[config.mk]
export PLATFORM = sky130hd
export DESIGN_NAME = uart_rx_ctrl_flat
export DESIGN_NICKNAME = d
export VERILOG_FILES = /design/src/rtl/uart_rx_pkg.sv /design/src/rtl/uart_rx_ctrl_if.sv /design/src/rtl/uart_rx_edge_bit_cnt.sv /design/src/rtl/uart_rx_ctrl.sv /design/src/flat_wrapper.sv
export SDC_FILE = /design/constraint.sdc
export NUM_CORES = 1
export LEC_CHECK = 0
export ABC_AREA = 1
export CORE_MARGIN = 4
export CORE_UTILIZATION = 43
export DETAILED_ROUTE_END_ITERATION = 16
export PLACE_DENSITY = 0.69
export SETUP_SLACK_MARGIN = 0.4
export SKIP_CTS_REPAIR_TIMING = 1
export SLEW_MARGIN = 20
export SYNTH_ARGS = -nofsm -noshare
export SYNTH_HDL_FRONTEND = slang
export SYNTH_HIERARCHICAL = 1
export SYNTH_SLANG_ARGS = --single-unit
[constraint.sdc]
create_clock -name clk -period 3.05 [get_ports clk]
set_input_delay 0.7625 -clock clk [delete_from_list [all_inputs] [get_ports clk]]
set_output_delay 0.7625 -clock clk [all_outputs]
set_load 0.02 [all_outputs]
[src/rtl/uart_rx_pkg.sv]
// Shared definitions for the UART receive path: controller state encoding
// and the supported oversampling ratios.
package uart_rx_pkg;

   localparam logic [2:0] ST_IDLE   = 3'd0;
   localparam logic [2:0] ST_START  = 3'd1;
   localparam logic [2:0] ST_DATA   = 3'd2;
   localparam logic [2:0] ST_PARITY = 3'd3;
   localparam logic [2:0] ST_STOP   = 3'd4;

   typedef enum logic [2:0] {
      IDLE   = ST_IDLE,
      START  = ST_START,
      DATA   = ST_DATA,
      PARITY = ST_PARITY,
      STOP   = ST_STOP
   } rx_state_e;

   localparam int PRESCALE_8  = 8;
   localparam int PRESCALE_16 = 16;
   localparam int PRESCALE_32 = 32;

endpackage

[src/rtl/uart_rx_ctrl_if.sv]
// Bundle between the RX sequencer (master) and the pin/datapath side (slave).
interface uart_rx_ctrl_if #(
   parameter int PRESCALE_WIDTH = 6,
   parameter int DATA_WIDTH     = 8
);
   localparam int BIT_W = (DATA_WIDTH > 1) ? $clog2(DATA_WIDTH) : 1;

   logic                      RX_IN;
   logic                      PAR_EN;
   logic [PRESCALE_WIDTH-1:0] Prescale;
   logic                      sampled_bit;
   logic                      par_err;
   logic                      stp_err;
   logic                      dat_samp_en;
   logic [PRESCALE_WIDTH-1:0] edge_cnt;
   logic [BIT_W-1:0]          bit_cnt;
   logic                      deser_en;
   logic                      par_chk_en;
   logic                      stp_chk_en;
   logic                      data_valid;
   logic                      frame_err;

   modport master (
      input  RX_IN, PAR_EN, Prescale, sampled_bit, par_err, stp_err,
      output dat_samp_en, edge_cnt, bit_cnt, deser_en, par_chk_en, stp_chk_en,
             data_valid, frame_err
   );

   modport slave (
      output RX_IN, PAR_EN, Prescale, sampled_bit, par_err, stp_err,
      input  dat_samp_en, edge_cnt, bit_cnt, deser_en, par_chk_en, stp_chk_en,
             data_valid, frame_err
   );

endinterface

[src/rtl/uart_rx_edge_bit_cnt.sv]
// Oversample edge counter (wraps at last_edge) and data-bit counter that
// advances on each edge wrap while enabled.
module uart_rx_edge_bit_cnt #(
   parameter int PRESCALE_WIDTH = 6,
   parameter int DATA_WIDTH     = 8,
   parameter int BIT_W          = 3
) (
   input  logic                      clk,
   input  logic                      reset,
   input  logic                      clr,
   input  logic                      bit_en,
   input  logic [PRESCALE_WIDTH-1:0] last_edge,
   output logic [PRESCALE_WIDTH-1:0] edge_cnt,
   output logic [BIT_W-1:0]          bit_cnt,
   output logic                      edge_wrap,
   output logic                      bit_last
);
   localparam logic [BIT_W-1:0] BIT_MAX = BIT_W'(DATA_WIDTH - 1);

   assign edge_wrap = (edge_cnt == last_edge);
   assign bit_last  = (bit_cnt == BIT_MAX);

   always_ff @(posedge clk) begin
      if (reset || clr) begin
         edge_cnt <= '0;
         bit_cnt  <= '0;
      end else begin
         edge_cnt <= edge_wrap ? '0 : edge_cnt + 1'b1;
         if (bit_en && edge_wrap)
            bit_cnt <= bit_last ? '0 : bit_cnt + 1'b1;
      end
   end

endmodule

[src/rtl/uart_rx_ctrl.sv]
// UART receive sequencer: walks START/DATA/PARITY/STOP on oversample edges,
// strobes the datapath at mid-bit and reports each frame's outcome.
module uart_rx_ctrl
   import uart_rx_pkg::*;
#(
   parameter int PRESCALE_WIDTH = 6,
   parameter int DATA_WIDTH     = 8
) (
   input  logic           clk,
   input  logic           reset,
   uart_rx_ctrl_if.master bus
);
   localparam int BIT_W = (DATA_WIDTH > 1) ? $clog2(DATA_WIDTH) : 1;

   rx_state_e                 state, state_nxt;
   logic [PRESCALE_WIDTH-1:0] presc_lat;
   logic [PRESCALE_WIDTH-1:0] edge_cnt;
   logic [BIT_W-1:0]          bit_cnt;
   logic                      par_en_lat, err_flag, data_valid, frame_err;
   logic                      edge_wrap, bit_last, at_mid, cnt_clr;
   logic                      samp_en, deser_en, par_chk_en, stp_chk_en;

   assign at_mid  = (edge_cnt == (presc_lat >> 1));
   // Counters restart on every return to IDLE, including a rejected start bit.
   assign cnt_clr = (state == IDLE) || (state_nxt == IDLE);

   uart_rx_edge_bit_cnt #(
      .PRESCALE_WIDTH (PRESCALE_WIDTH),
      .DATA_WIDTH     (DATA_WIDTH),
      .BIT_W          (BIT_W)
   ) u_cnt (
      .clk       (clk),
      .reset     (reset),
      .clr       (cnt_clr),
      .bit_en    (state == DATA),
      .last_edge (presc_lat - 1'b1),
      .edge_cnt  (edge_cnt),
      .bit_cnt   (bit_cnt),
      .edge_wrap (edge_wrap),
      .bit_last  (bit_last)
   );

   always_ff @(posedge clk) begin
      if (reset) state <= IDLE;
      else       state <= state_nxt;
   end

   always_comb begin
      state_nxt  = state;
      samp_en    = 1'b0;
      deser_en   = 1'b0;
      par_chk_en = 1'b0;
      stp_chk_en = 1'b0;
      case (state)
         IDLE: begin
            if (!bus.RX_IN) state_nxt = START;
         end
         START: begin
            samp_en = 1'b1;
            if (at_mid && bus.sampled_bit) state_nxt = IDLE;
            else if (edge_wrap)            state_nxt = DATA;
         end
         DATA: begin
            samp_en  = 1'b1;
            deser_en = at_mid;
            if (edge_wrap && bit_last) state_nxt = par_en_lat ? PARITY : STOP;
         end
         PARITY: begin
            samp_en    = 1'b1;
            par_chk_en = at_mid;
            if (edge_wrap) state_nxt = STOP;
         end
         STOP: begin
            samp_en    = 1'b1;
            stp_chk_en = at_mid;
            if (edge_wrap) state_nxt = IDLE;
         end
         default: state_nxt = IDLE;
      endcase
   end

   always_ff @(posedge clk) begin
      if (reset) begin
         presc_lat  <= PRESCALE_WIDTH'(PRESCALE_8);
         par_en_lat <= 1'b0;
         err_flag   <= 1'b0;
         data_valid <= 1'b0;
         frame_err  <= 1'b0;
      end else begin
         data_valid <= 1'b0;
         frame_err  <= 1'b0;
         if (state == IDLE && !bus.RX_IN) begin
            presc_lat  <= bus.Prescale;
            par_en_lat <= bus.PAR_EN;
            err_flag   <= 1'b0;
         end
         if (state == PARITY && edge_wrap)
            err_flag <= err_flag | bus.par_err;
         if (state == STOP && edge_wrap) begin
            data_valid <= ~(err_flag | bus.stp_err);
            frame_err  <= err_flag | bus.stp_err;
         end
      end
   end

   assign bus.dat_samp_en = samp_en;
   assign bus.edge_cnt    = edge_cnt;
   assign bus.bit_cnt     = bit_cnt;
   assign bus.deser_en    = deser_en;
   assign bus.par_chk_en  = par_chk_en;
   assign bus.stp_chk_en  = stp_chk_en;
   assign bus.data_valid  = data_valid;
   assign bus.frame_err   = frame_err;

endmodule

[src/flat_wrapper.sv]
// flat-port wrapper written by rule: the top's interface ports become plain ports
module uart_rx_ctrl_flat import uart_rx_pkg::*;
#(
   parameter int PRESCALE_WIDTH = 6,
   parameter int DATA_WIDTH     = 8
)
  (clk, reset, bus_RX_IN, bus_PAR_EN, bus_Prescale, bus_sampled_bit, bus_par_err, bus_stp_err, bus_dat_samp_en, bus_edge_cnt, bus_bit_cnt, bus_deser_en, bus_par_chk_en, bus_stp_chk_en, bus_data_valid, bus_frame_err);
  uart_rx_ctrl_if #(.PRESCALE_WIDTH(PRESCALE_WIDTH), .DATA_WIDTH(DATA_WIDTH)) bus_i ();
  input  logic clk;
  input  logic reset;
  input wire logic [$bits(bus_i.RX_IN)-1:0] bus_RX_IN;
  input wire logic [$bits(bus_i.PAR_EN)-1:0] bus_PAR_EN;
  input wire logic [$bits(bus_i.Prescale)-1:0] bus_Prescale;
  input wire logic [$bits(bus_i.sampled_bit)-1:0] bus_sampled_bit;
  input wire logic [$bits(bus_i.par_err)-1:0] bus_par_err;
  input wire logic [$bits(bus_i.stp_err)-1:0] bus_stp_err;
  output wire logic [$bits(bus_i.dat_samp_en)-1:0] bus_dat_samp_en;
  output wire logic [$bits(bus_i.edge_cnt)-1:0] bus_edge_cnt;
  output wire logic [$bits(bus_i.bit_cnt)-1:0] bus_bit_cnt;
  output wire logic [$bits(bus_i.deser_en)-1:0] bus_deser_en;
  output wire logic [$bits(bus_i.par_chk_en)-1:0] bus_par_chk_en;
  output wire logic [$bits(bus_i.stp_chk_en)-1:0] bus_stp_chk_en;
  output wire logic [$bits(bus_i.data_valid)-1:0] bus_data_valid;
  output wire logic [$bits(bus_i.frame_err)-1:0] bus_frame_err;
  assign bus_i.RX_IN = bus_RX_IN;
  assign bus_i.PAR_EN = bus_PAR_EN;
  assign bus_i.Prescale = bus_Prescale;
  assign bus_i.sampled_bit = bus_sampled_bit;
  assign bus_i.par_err = bus_par_err;
  assign bus_i.stp_err = bus_stp_err;
  assign bus_dat_samp_en = bus_i.dat_samp_en;
  assign bus_edge_cnt = bus_i.edge_cnt;
  assign bus_bit_cnt = bus_i.bit_cnt;
  assign bus_deser_en = bus_i.deser_en;
  assign bus_par_chk_en = bus_i.par_chk_en;
  assign bus_stp_chk_en = bus_i.stp_chk_en;
  assign bus_data_valid = bus_i.data_valid;
  assign bus_frame_err = bus_i.frame_err;
  uart_rx_ctrl #(.PRESCALE_WIDTH(PRESCALE_WIDTH), .DATA_WIDTH(DATA_WIDTH)) u_core (.clk(clk), .reset(reset), .bus(bus_i));
endmodule
==> flow_metrics.tcl, run 1 <==
set metrics [dict create \
    clk_path_buf_depth 2 \
    ir_drop_uv 159 \
    regArea_um2 449 \
    grt_pass1_vias 1200 \
    synth_nets 225 \
    num_rows 20 \
    ant_nets 0 \
    crit_path_start_kind "flip-flop" \
    cts_buffers 3 \
    skew_ns 0.00165 \
    end_kind "flip-flop" \
    gp_congestion 0.825 \
    finalCriticalPeriod_ns 2.44 \
    rsz0062_at_grt "yes" \
    die_width_um 64.8 \
    io_buffers 27 \
    overflow 0 \
    syn_avg_cell_area_um2 6.66 \
    hold_depth 2 \
    holdPathEnd "u_core/presc_lat[5]$_SDFFE_PP0P_" \
    cp.required_ns 3.26 \
    core-area_um2 3080 \
    dieArea_um2 4190 \
    track_usage_pct 15.4 \
    rr_endpoint "u_core/u_cnt/edge_cnt[3]$_SDFF_PP0_" \
    yosysWarnings 6 \
    clock-sinks 22 \
    synth.cell_area_um2 1390 \
    leakagePower_uw 0.000801 \
    routed_wl_um 2940 \
    max_freq_ghz 0.410 \
    drtIter0Drc 59 \
    fill_cells 314 \
    fin_nets 259 \
    reg2reg_slack_ns 0.61 \
    dp_hpwl_um 2340 \
    synth_seq_area_share_pct 31.8 \
    wl_per_cell_um 10.4 \
    yosysUniqueCellTypes 24 \
    hold_viol 0 \
    die_y_um 64.8 \
    fin_crit_sh_pct 80.0 \
    ios 28 \
    grt_pass1_wl_um 5140 \
    worstSkewPairLatency_ns 0.30 \
    hold_path.class "flip-flop to flip-flop" \
    status "finished clean" \
    grt_max_degree 14 \
    drive_gt1_share_pct 21.3 \
    antenna_found_initial 0 \
    critPathKind "flip-flop to flip-flop" \
    cts_tree "done" \
    multi_input_area_um2 790 \
    syn_inst 208 \
    power_density_nw_per_um2 342 \
    synthToLayoutAreaGrowth_pct 29.4 \
    routed_via_density 4.66 \
    crit_path_max_fanout 7 \
    start_util_pct 45.0 \
    placedCellCount 277 \
    finalNonFillerCells 284 \
    hp-start "u_core/presc_lat[5]$_SDFFE_PP0P_" \
    timing.rr.start "u_core/presc_lat[1]$_SDFFE_PP0P_" \
    synth_seq_cells 22 \
    drc_errors 0 \
    relSlewSlack_pct 82.1 \
    antenna-diode-count 0 \
    reg2regPathDepth 18 \
    setup_viol 0 \
    dr.pass1.iters 4 \
    htreeDepth 1 \
    clockRootBuffer "clkbuf_4" \
    cap_violations 0 \
    vias 1323 \
    slew_viol_final 0 \
    clkTransAtPathRegs_ns 0.12 \
    worst_pin_slew_ns 0.268 \
    setup_tns_ns 0 \
    arrival_ns 2.65 \
]
-- critical path, cell delays in order (launching register included) --
cell and delay, ns:
dfxtp_2 0.37, inv_2 0.06, ha_1 0.20, nand3_1 0.11, xor2_1 0.20, inv_1 0.06, nand2_1 0.05, nand2_1 0.08
nor2_4 0.12, nand3_4 0.11, clkinvlp_4 0.14, buf_4 0.12, nor2_2 0.04, nor3_2 0.20, nand2_1 0.09, o21bai_2 0.18
nor2_4 0.07, nand2_4 0.10, a21oi_1 0.05
-- flip-flops by register name (all words and copies together) (netlist names) --
register	cells
u_core/bus.data_valid	1
u_core/u_cnt/bit_cnt	3
u_core/state	3
u_core/err_flag	1
u_core/u_cnt/edge_cnt	6
u_core/presc_lat	6
u_core/par_en_lat	1
u_core/bus.frame_err	1
-- placed cells by master, fill, tap and decap left out --
cell type        count
nor3_2               3
nand3_2              1
clkbuf_4             3
a21oi_2              2
nor2_2               3
nor2_1              27
inv_2               11
nand3_1              8
buf_4                4
ha_1                 4
nand4_1              7
o21ai_2              1
o21ai_0              7
o21bai_2             1
dlymetal6s2s_1       4
nor2_4               7
dfxtp_1             15
xor2_1               5
nand2_1             42
a21oi_1             10
clkinvlp_4           1
o211ai_1             1
clkdlybuf4s50_1     23
inv_1               31
o21ai_1              2
dfxtp_2              7
nand2_2              5
nand2_4              1
nor3_1               3
nand3_4              1
-- synthesized netlist by cell type, drive strengths merged --
library cell,count,area (um2)
dfxtp,22,440
nor2,37,191
xor2,5,43.8
o211ai,1,7.51
nor3,6,40.0
nand4,7,43.8
inv,43,161
nand2,48,195
buf,2,16.3
nand3,10,62.6
ha,4,50.1
o21bai,1,11.3
o21ai,10,53.8
a21oi,12,67.6
-- worst max path at each step --
stage | from | endpoint | slack, ns
global route | u_core/presc_lat[2]$_SDFFE_PP0P_ | u_core/u_cnt/edge_cnt[3]$_SDFF_PP0_ | 0.37
detailed placement | u_core/presc_lat[1]$_SDFFE_PP0P_ | u_core/u_cnt/edge_cnt[2]$_SDFF_PP0_ | 0.32
global placement | u_core/presc_lat[1]$_SDFFE_PP0P_ | u_core/u_cnt/edge_cnt[2]$_SDFF_PP0_ | 0.43
finish | u_core/presc_lat[1]$_SDFFE_PP0P_ | u_core/u_cnt/edge_cnt[3]$_SDFF_PP0_ | 0.61
floorplan | u_core/presc_lat[1]$_SDFFE_PP0P_ | u_core/u_cnt/edge_cnt[2]$_SDFF_PP0_ | 0.62
CTS | u_core/u_cnt/edge_cnt[0]$_SDFF_PP0_ | bus_stp_chk_en | 0.17
-- per-layer routing --
layer	GRT usage [%]	up-vias	part of all wire [%]
met1	20.3	584	50
li1	-	711	-
met3	2.25	2	4.2
met2	25.4	26	45
met5	0	-	0
met4	5.54	0	0.48
-- where the power goes --
group	internal, uW	switching [uW]
registers	299	12.4
logic	69.4	97.9
clock network	46.1	87.7
-- cells by family after synthesis --
group	Yosys count	synth area share [%]
compound gates	24	10.1
xor+xnor	5	3.16
simple gates	108	38.5
flops	22	31.8
fa+ha+maj	4	3.61
buf+inv	45	12.8
-- cell type report --
cell class	instances	share of cell area, %
clock buffer	3	1.26
inverter	43	9.22
multi-input combinational	141	44.1
sequential	22	25.1
tap	44	3.07
timing repair buffer	31	17.3
-- stage by stage --
stage	hold slack [ns]	power, uW	setup slack, ns	cell area, um2	utilization, %
floorplan	0.438	434	0.618	1390	-
global placement	0.476	471	0.426	1690	55.0
detailed placement	0.480	473	0.319	1690	55.0
CTS	0.499	606	0.173	1720	55.8
global route	0.520	653	0.366	1790	58.2
finish	0.499	613	0.611	1790	58.2
Note: power is estimated with default switching activity, not from simulation.
==> run 2: changes to the inputs <==
clock period = 2.3 ns   (was 3.05 ns; I/O delays follow)
==> run 2 against run 1 <==
  * The flow now finishes with violations (negative setup slack)
  * First-iteration DRC count fell by 29%
  * Register-to-register slack got worse by 0.76 ns
  * Critical path depth up 1
  * Die area unchanged
  * Power is 54% higher
  * Critical path type unchanged
  * Largest cell class unchanged
==> flow_metrics.tcl, run 2 (synthesized netlist as in run 1, its figures left out) <==
set metrics [dict create \
    fill_cells 253 \
    final_common_cell "nand2_1" \
    dp_slack_ns -0.0803 \
    setup_slack_ns -0.152 \
    cts_tree "done" \
    fin_nets 277 \
    critPathKind "flip-flop to flip-flop" \
    ant_nets 0 \
    cap_violations 0 \
    clk_path_buf_depth 2 \
    clockRootBuffer "clkbuf_4" \
    fin_util_pct 70.7 \
    cp.required_ns 2.57 \
    timing.rr.start "u_core/presc_lat[2]$_SDFFE_PP0P_" \
    use_met3_pct 4.33 \
    end_kind "flip-flop" \
    skew_ns 0.0123 \
    hp-start "u_core/err_flag$_SDFFE_PP0P_" \
    wl_per_cell_um 12.8 \
    antenna_found_initial 0 \
    max_freq_ghz 0.408 \
    num_rows 20 \
    slew_viol_final 0 \
    crit_path_start_kind "flip-flop" \
    rsz0062_at_grt "yes" \
    drc_errors 0 \
    status "complete, but fails checks" \
    io_buffers 27 \
    dr.pass1.iters 4 \
    hold_path.class "flip-flop to flip-flop" \
    setup_tns_ns -1.09 \
    grt_pass1_wl_um 5490 \
    top_regs "u_core/presc_lat: 6 flops, u_core/u_cnt/edge_cnt: 6 flops" \
    synthToLayoutAreaGrowth_pct 57.2 \
    core-area_um2 3080 \
    start_util_pct 45.0 \
    gp_congestion 0.875 \
    dieArea_um2 4190 \
    fin_crit_sh_pct 107 \
    htreeDepth 1 \
    arrival_ns 2.72 \
    critPathLaunch "u_core/presc_lat[2]$_SDFFE_PP0P_" \
    dp_hpwl_um 2690 \
    placedCellCount 286 \
    met2_usage_pct 29.2 \
    hold_viol 0 \
    drtIter0Drc 42 \
    track_usage_pct 16.7 \
    die_width_um 64.8 \
    power_density_nw_per_um2 433 \
    violations "negative setup slack" \
    routed_wl_um 3890 \
    antenna-diode-count 0 \
    crit_path_max_fanout 8 \
    layout_common_cells "35 x nand2_1, 30 x inv_1, 20 x buf_4" \
    worst_pin_slew_ns 0.342 \
    ios 28 \
    relSlewSlack_pct 77.2 \
    clkTransAtPathRegs_ns 0.13 \
    clock-sinks 22 \
    finalCriticalPeriod_ns 2.45 \
    overflow 0 \
    routed_via_density 4.82 \
    drive_gt1_share_pct 40.2 \
    vias 1460 \
    worstSkewPairLatency_ns 0.32 \
    grt-busiest-layer "met2" \
    grt_pass1_vias 1240 \
    gr-usage-met1_pct 20.1 \
    die_y_um 64.8 \
    leakagePower_uw 0.00104 \
    grt_max_degree 14 \
    finalNonFillerCells 303 \
    setup_viol 9 \
    ir_drop_uv 327 \
    cts_buffers 3 \
]
## run 2: changes by cell type in the layout (fill, tap and decap cells not counted), sizes merged
cell,before,now
clkbuf,3,4
buf,4,26
clkdlybuf4s50,23,14
clkinvlp,1,0
inv,42,43
dlymetal6s2s,4,9
## run 2: layer usage
layer | wire (um) | vias up
li1 | - | 748
met2 | 2050 | 40
met5 | 0 | -
met4 | 38 | 0
met3 | 179 | 4
met1 | 1620 | 668
## run 2: metrics by stage
step           area, um2  hold WS (ns)  power [uW]
2_1_floorplan       1430         0.438         585
3_3_place_gp        1800         0.463         650
3_5_place_dp        1800         0.464         655
4_1_cts             1830         0.484         875
5_1_grt             2180         0.515        1000
6_report            2180         0.491         942
## run 2: path summary, 6_finish.rpt
kind	end	cells past startpoint	slack, ns
max	u_core/u_cnt/bit_cnt[1]$_SDFFE_PP0P_	19	-0.15
min	u_core/bus.data_valid$_SDFF_PP0_	1	0.49
max reg2reg	u_core/u_cnt/bit_cnt[1]$_SDFFE_PP0P_	19	-0.15
min reg2reg	u_core/bus.data_valid$_SDFF_PP0_	1	0.49
## run 2: critical path, stage by stage (launching register included)
cell and delay [ns]:
dfxtp_4 0.38, inv_4 0.07, nand3_4 0.08, nor3_4 0.20, xor2_1 0.20, inv_1 0.06
nand2_1 0.07, nand2_2 0.08, nor2_4 0.11, nand3_4 0.11, inv_8 0.11, nand2_2 0.07
nor3_2 0.18, nor3_2 0.07, nand2_1 0.08, o21bai_2 0.08, nor2_4 0.16, buf_6 0.14
nand2_4 0.05, nor2_4 0.09
## run 2: final cells by class
cell class,instances,area (um2),share of cell area (%)
Inverter,43,176,8.10
Clock buffer,4,36.3,1.67
Multi-Input combinational cell,141,983,45.2
Tap cell,44,55.1,2.53
Sequential cell,22,455,20.9
Timing Repair Buffer,49,470,21.6
## run 2: where the power goes
| group | switching [uW] | internal, uW | total, uW |
|---|---|---|---|
| Clock | 123 | 96.7 | 220 |
| Combinational | 176 | 132 | 308 |
| Sequential | 17.8 | 397 | 414 |
| Total | 316 | 626 | 942 |
==> run 3: changes to the inputs <==
clock period = 2.5 ns   (was 2.3 ns; I/O delays follow)
==> run 3 against run 2 <==
  * The run now ends clean
  * Sequential power is 7.7% lower
  * Hold slack worse by 0.00071 ns
  * Clock skew is 0.0063 ns lower
  * First-iteration DRC count is 21% higher
  * Non-clock buffer count is 13 lower
  * Flip-flop and latch count stayed put
  * Highest routed layer unchanged
==> flow_metrics.tcl, run 3 (synthesized netlist as in run 1, its figures left out) <==
set metrics [dict create \
    clockPowerShare_pct 24.6 \
    leakagePower_uw 0.000926 \
    hold_path.class "flip-flop to flip-flop" \
    die_y_um 64.8 \
    antenna_found_initial 0 \
    ios 28 \
    htreeDepth 1 \
    core-area_um2 3080 \
    p_sw_share_pct 32.8 \
    internal_power_uw 556 \
    fill_cells 286 \
    cp_cell_sequence "inv_4 -> nand3_4 -> nor3_4 -> xor2_1 -> inv_1 -> nand2_1 -> nand2_2 -> nor2_4 -> nand3_4 -> inv_8 -> nand3_2 -> nor2_1 -> nor2_1 -> nand3_1 -> o21bai_2 -> nor2_4 -> nand2_4 -> a21oi_2" \
    track_usage_pct 16.9 \
    crit_slowest_cell "dfxtp_4" \
    routed_wl_um 3360 \
    clkTransAtPathRegs_ns 0.13 \
    top_regs "u_core/presc_lat: 6 flops, u_core/u_cnt/edge_cnt: 6 flops" \
    final_area_um2 1950 \
    max_freq_ghz 0.412 \
    placed_area_um2 1750 \
    cts_buffers 3 \
    ant_nets 0 \
    path_delay_family "simple AND/OR/NAND/NOR gates" \
    worstSkewPairLatency_ns 0.31 \
    synthToLayoutAreaGrowth_pct 40.6 \
    final_common_cell "nand2_1" \
    finalNonFillerCells 290 \
    die_width_um 64.8 \
    relSlewSlack_pct 76.7 \
    ir_drop_uv 272 \
    fin_util_pct 63.3 \
    rsz0062_at_grt "yes" \
    cap_violations 0 \
    reg2regPathDepth 18 \
    skew_ns 0.00605 \
    worstSetupPathDepth 18 \
    fin_crit_sh_pct 97.1 \
    drtIter0Drc 51 \
    end_kind "flip-flop" \
    dr.pass1.iters 4 \
    power_uw 828 \
    arrival_ns 2.69 \
    path_buf_inv 3 \
    crit_path_max_fanout 8 \
    wl_per_cell_um 11.6 \
    holdWs_ns 0.491 \
    setup_viol 0 \
    num_rows 20 \
    overflow 0 \
    clock-sinks 22 \
    net-switching-power_uw 272 \
    fin_nets 264 \
    drc_errors 0 \
    clockRootBuffer "clkbuf_4" \
    drive_gt1_share_pct 28.5 \
    routed_via_density 4.74 \
    cp.required_ns 2.76 \
    worst_pin_slew_ns 0.350 \
    dieArea_um2 4190 \
    slew_viol_final 0 \
    combinationalPowerShare_pct 29.3 \
    antenna-diode-count 0 \
    grt_pass1_wl_um 5490 \
    gp_congestion 0.935 \
    hold_viol 0 \
    power_density_nw_per_um2 425 \
    grt_pass1_vias 1212 \
    multi_input_area_um2 881 \
    critPathKind "flip-flop to flip-flop" \
    hold_depth 1 \
    pwr-share-seq_pct 46.1 \
    vias 1374 \
    status "finished clean" \
    dp_hpwl_um 2590 \
    placedCellCount 280 \
    cts_tree "done" \
    regArea_um2 450 \
    io_buffers 27 \
    crit_path_start_kind "flip-flop" \
    finalCriticalPeriod_ns 2.43 \
    cpPeakStageDelay_ns 0.38 \
    layout_common_cells "40 x nand2_1, 31 x inv_1, 25 x nor2_1" \
    grt_max_degree 14 \
    clk_path_buf_depth 2 \
    start_util_pct 45.0 \
]
[run 3: cell type report]
type,count,area share (%)
multi-input cells,141,45.2
repair buffers,36,17.9
inverters,43,9.06
flip-flops and latches,22,23.1
clock buffers,4,1.86
well taps,44,2.83
[run 3: worst register-to-register path: cells and delay by family, from the launching register on]
family / cells / cell delay (ns)
buf+inv: 3 / 0.25
xor+xnor: 1 / 0.20
compound gates: 2 / 0.20
simple gates: 12 / 1.35
flops: 1 / 0.38
[run 3: routing by layer]
layer	track usage [%]	routed length, um	up-vias
met5	0	0	-
met2	26.8	1570	26
li1	-	-	718
met3	5.20	135	2
met1	22.3	1640	628
met4	3.96	21	0
[run 3: final timing paths]
path | start | end | slack, ns
worst min-delay path | u_core/err_flag$_SDFFE_PP0P_ | u_core/bus.data_valid$_SDFF_PP0_ | 0.49
worst min register to register | u_core/err_flag$_SDFFE_PP0P_ | u_core/bus.data_valid$_SDFF_PP0_ | 0.49
worst max register to register | u_core/presc_lat[2]$_SDFFE_PP0P_ | u_core/u_cnt/edge_cnt[4]$_SDFF_PP0_ | 0.07
worst max-delay path | u_core/presc_lat[2]$_SDFFE_PP0P_ | u_core/u_cnt/edge_cnt[4]$_SDFF_PP0_ | 0.07
[run 3: power groups by stage]
stage               Sequential, uW  Clock (uW)  Combinational, uW
floorplan                      386           0                153
detailed placement             386           0                208
global placement               386           0                205
global route                   383         220                270
CTS                            378         207                208
finish                         382         204                242
[run 3: per-stage QoR]
step	worst slack, ns	TNS (ns)
2_1_floorplan	0.301	0
3_3_place_gp	0.0865	0
3_5_place_dp	0.0315	0
4_1_cts	-0.103	-0.293
5_1_grt	-0.101	-0.722
6_report	0.0737	0
